[src/rtl/fetch_ctrl.sv]
// Instruction-fetch sequencer: PC enable/select, IF/ID and ID/EX controls with memory
// wait states, load-use stalls, branch redirect and halt. Optional perf counters: FETCH_CTRL_PERF_EN.
module fetch_ctrl #(
   parameter int PC_WIDTH    = 32,
   parameter int MEM_LATENCY = 0,
   parameter int CNT_WIDTH   = 32
) (
   input  logic                 clk,
   input  logic                 rst,
   input  logic                 trigger,
   input  logic                 stall_req,
   input  logic                 branch_taken,
   input  logic [PC_WIDTH-1:0]  branch_target,
   input  logic                 halt_req,
   output logic                 pc_en,
   output logic                 pc_src,
   output logic [PC_WIDTH-1:0]  pc_branch,
   output logic                 if_id_en,
   output logic                 if_id_flush,
   output logic                 id_ex_flush,
   output logic                 running,
`ifdef FETCH_CTRL_PERF_EN
   output logic [CNT_WIDTH-1:0] perf_stall_cycles,
   output logic [CNT_WIDTH-1:0] perf_wait_cycles,
   output logic [CNT_WIDTH-1:0] perf_flushes,
`endif
   output logic                 halted
);

   typedef enum logic [1:0] {IDLE, FETCH, WAIT, HALT} state_t;

   localparam logic [2:0] LAT = 3'(MEM_LATENCY);

   if (MEM_LATENCY < 0 || MEM_LATENCY > 7 || CNT_WIDTH < 1) begin : g_bad_param
      $error("fetch_ctrl: MEM_LATENCY must be 0..7 and CNT_WIDTH at least 1");
   end

   state_t     state, next_state;
   logic [2:0] wcnt, next_wcnt;

   // A fetch completes in FETCH only with zero latency, or in WAIT once wcnt reaches LAT.
   always_comb begin
      next_state  = state;
      next_wcnt   = wcnt;
      pc_en       = 1'b0;
      pc_src      = 1'b0;
      pc_branch   = '0;
      if_id_en    = 1'b0;
      if_id_flush = 1'b0;
      id_ex_flush = 1'b0;
      running     = 1'b0;
      halted      = 1'b0;
      case (state)
         IDLE: begin
            if (trigger) next_state = FETCH;
         end
         FETCH, WAIT: begin
            running = 1'b1;
            if (halt_req) begin
               next_state = HALT;
               next_wcnt  = 3'd0;
            end else if (branch_taken) begin
               pc_en       = 1'b1;
               pc_src      = 1'b1;
               pc_branch   = branch_target;
               if_id_flush = 1'b1;
               id_ex_flush = 1'b1;
               // The redirect cycle itself counts as the first cycle of the new fetch.
               if (LAT == 3'd0) begin
                  next_state = FETCH;
                  next_wcnt  = 3'd0;
               end else begin
                  next_state = WAIT;
                  next_wcnt  = 3'd1;
               end
            end else if (stall_req) begin
               id_ex_flush = 1'b1;
            end else if ((state == WAIT) ? (wcnt == LAT) : (LAT == 3'd0)) begin
               pc_en      = 1'b1;
               if_id_en   = 1'b1;
               next_state = FETCH;
               next_wcnt  = 3'd0;
            end else begin
               id_ex_flush = 1'b1;
               next_state  = WAIT;
               next_wcnt   = (state == FETCH) ? 3'd1 : wcnt + 3'd1;
            end
         end
         HALT: begin
            halted = 1'b1;
         end
         default: begin
            next_state = IDLE;
            next_wcnt  = 3'd0;
         end
      endcase
   end

   always_ff @(posedge clk) begin
      if (rst) begin
         state <= IDLE;
         wcnt  <= 3'd0;
      end else begin
         state <= next_state;
         wcnt  <= next_wcnt;
      end
   end

`ifdef FETCH_CTRL_PERF_EN
   logic stall_hit, wait_hit, redirect_hit;

   assign stall_hit    = running && !halt_req && !branch_taken && stall_req;
   assign wait_hit     = (state == WAIT) && !pc_en;
   assign redirect_hit = running && !halt_req && branch_taken;

   // Saturating event counters; they stick at all-ones rather than wrapping.
   always_ff @(posedge clk) begin
      if (rst) begin
         perf_stall_cycles <= '0;
         perf_wait_cycles  <= '0;
         perf_flushes      <= '0;
      end else begin
         if (stall_hit && !(&perf_stall_cycles))
            perf_stall_cycles <= perf_stall_cycles + 1'b1;
         if (wait_hit && !(&perf_wait_cycles))
            perf_wait_cycles <= perf_wait_cycles + 1'b1;
         if (redirect_hit && !(&perf_flushes))
            perf_flushes <= perf_flushes + 1'b1;
      end
   end
`endif

endmodule

[config.mk]
export PLATFORM = sky130hd
export DESIGN_NAME = fetch_ctrl
export DESIGN_NICKNAME = d
export VERILOG_FILES = /design/src/rtl/fetch_ctrl.sv
export SDC_FILE = /design/constraint.sdc
export NUM_CORES = 1
export LEC_CHECK = 0
export ABC_CLOCK_PERIOD_IN_PS = 5300
export CORE_ASPECT_RATIO = 1.75
export CORE_MARGIN = 8
export CORE_UTILIZATION = 25
export CTS_BUF_LIST = sky130_fd_sc_hd__clkbuf_8
export CTS_CLUSTER_DIAMETER = 120
export DETAILED_ROUTE_END_ITERATION = 8
export PLACE_DENSITY = 0.78
export SLEW_MARGIN = 25
export SYNTH_ARGS = -nofsm -noshare
export SYNTH_HDL_FRONTEND = slang
export SYNTH_SLANG_ARGS = --single-unit
[constraint.sdc]
create_clock -name clk -period 5.3 [get_ports clk]
set_input_delay 1.06 -clock clk [delete_from_list [all_inputs] [get_ports clk]]
set_output_delay 1.06 -clock clk [all_outputs]
set_load 0.05 [all_outputs]
==> out/results.ini <==
[worst_setup_path]
crit_slowest_cell=clkdlybuf4s50_1
crit_type=in -> out
required_ns=4.24
cp_top_family=buffers and inverters
cp-start-kind=input port
path_max_fanout=36
critPathBufInv=3
worstPathArrival_ns=3.30
setup.worst_path.end_class=primary output
cpMostUsedCell=clkdlybuf4s50_1
crit_chain=clkdlybuf4s50_1 -> inv_1 -> a21oi_1 -> clkdlybuf4s50_1
max_stage_delay_ns=1.02

[sta]
slew_viol_final=0
rsz0062_at_grt=no
worstMarginPinSlew_ns=0.8403
maxSlewHeadroom=0.4380
layout_min_cycle_time_ns=4.355
hold_viol=0
fmax_ghz=0.2296
fin_ws_ns=0.9448
holdWs_ns=0.4671
min_period_over_period=0.8217
finClkSkew_ns=0.0007290
setup_viol=0
setup_tns_ns=0

[logic_synthesis]
yosysWarnings=0
yosysSeqAreaShare=0.1504
synth_area_um2=665.6
synth_edf_count=0
syn_area_per_cell_um2=7.315
yosys.area.top_type_share=0.3102
synth_most_common_cell=and3_1
synth_top_cell_by_area=and3_1
syn_nets=136
ys_top_cells_by_count=and3_1 (33), ha_1 (7), clkbuf_1 (6)
ys_types=27
synth_area_leaders=and3_1 (31%), dfxtp_1 (15%), ha_1 (13%), a21oi_1 (3.8%), clkbuf_1 (3.4%)
ys.flop_type=dfxtp_1
async_reset_ff_frac=0
syn_inst=91
ys_ff_latch=5

[global_route]
grt.busiest_layer=met2
met1_usage=0.1362
grt_util_met3=0.04779
antenna_found_initial=0
grt_max_degree=37
grt_pass1_vias=901
grt_pass1_wl_um=4629
track_usage=0.1259
grt-ovfl-total=0
met2_usage=0.2176

[floorplan]
start_util=0.2533
die_w_um=55.01
dieArea_um2=4635
die_h_um=84.26
rows=25
core_um2=2628
io_pins=77

[pwr]
peakVddDrop_mv=0.1485
leakage_nw=0.6715
p_per_area_nw_per_um2=165.9

[final_layout]
drive_gt1_frac=0.06098
layout.nets=210
area_growth_syn_to_layout_pct=121.6
utilization=0.5614
final_cell_area_um2=1475
diodes=0

[placement]
dpl.hpwl_um=2763
place_ws_ns=0.9467
dpl_cell_area_um2=1430
gp_congestion=0.7909
io_buffer_count=76

[clock_network]
htree_levels=1
cts_sinks=5
post_cts_buffers=0
holdBufCountCts=0
path_clk_slew_ns=0.03
cts_root_buf=clkbuf_8
post_cts_resized=0
numCtsBuffers=3
insertion_delay_ns=0.22
tritoncts=built
clockBufferDepth=2

[route]
dr_total_vias=951
drtIter0Drc=13
route.detailed.drc=0
ant_nets=0
wl_per_cell_um=16.64
vias_per_cell=4.979
dr.pass1.iters=4
routed_wl_um=3178

[run_status]
outcome=completed

[job]
maxCapViolCount=0

[hold_path]
worstHoldPathType=reg -> reg

## power breakdown
part,internal (W),switching [W]
sequential,0.0000392,0.00000162
combinational,0.0000574,0.0000789
clock,0.0000496,0.0000181
total,0.000146,0.0000986
## logic make-up after synthesis
family | count (synthesis) | share of synthesized area
buffers and inverters | 12 | 0.07331
AOI/OAI and AO/OA | 13 | 0.1372
DFF | 5 | 0.1504
adders and majority gates | 7 | 0.1316
and+or+nand+nor | 54 | 0.5075
## flip-flops by register name, indices dropped and copies added (netlist names)
signal / count
state: 2
wcnt: 3
## layer usage
metal,wire length (µm),vias up,share of wire
met5,0,-,0
met1,1097,415,0.35
met3,577,3,0.18
li1,-,471,-
met2,1479,62,0.47
met4,23,0,0.0072
## final timing paths
path	slack [ns]	endpoint	cells past startpoint	from
setup / recovery	0.94	id_ex_flush	4	branch_taken
hold / removal	0.47	wcnt[1]$_SDFFE_PP0P_	2	wcnt[1]$_SDFFE_PP0P_
setup reg to reg	3.71	state[0]$_SDFFE_PP0P_	6	state[0]$_SDFFE_PP0P_
hold reg to reg	0.47	wcnt[1]$_SDFFE_PP0P_	2	wcnt[1]$_SDFFE_PP0P_
## cell type report
cell class,instances,area [µm²]
clock buffer,3,41.29
clock inverter,1,3.754
fill,254,1152
inverter,5,18.77
multi-input combinational,74,516.7
sequential,5,100.1
tap,27,33.78
timing repair buffer,76,760.7
## placed cells by master (no fill, tap or decap), types with 2 or more instances in the layout
cell type	count
clkdlybuf4s50_1	76
and3_1	33
ha_1	7
inv_1	6
a21oi_1	5
nor2_1	5
dfxtp_1	5
nand2_1	3
clkbuf_8	3
nand2b_1	2
nor2b_1	2
o211ai_1	2
## worst register-to-register path: stages, from the launching register on
cell and delay, ns:
dfxtp_1 0.38, inv_1 0.10, ha_1 0.39, nand2b_4 0.12
nor2_2 0.05, o31a_1 0.24, a311oi_2 0.22
## metrics by stage
step	std cells	power, W
after floorplan	91	0.0001198
after global placement	187	0.0001760
after detailed placement	187	0.0001782
after CTS	191	0.0002479
after global routing	191	0.0002587
final	191	0.0002448
Note: power is estimated with default switching activity, not from simulation.
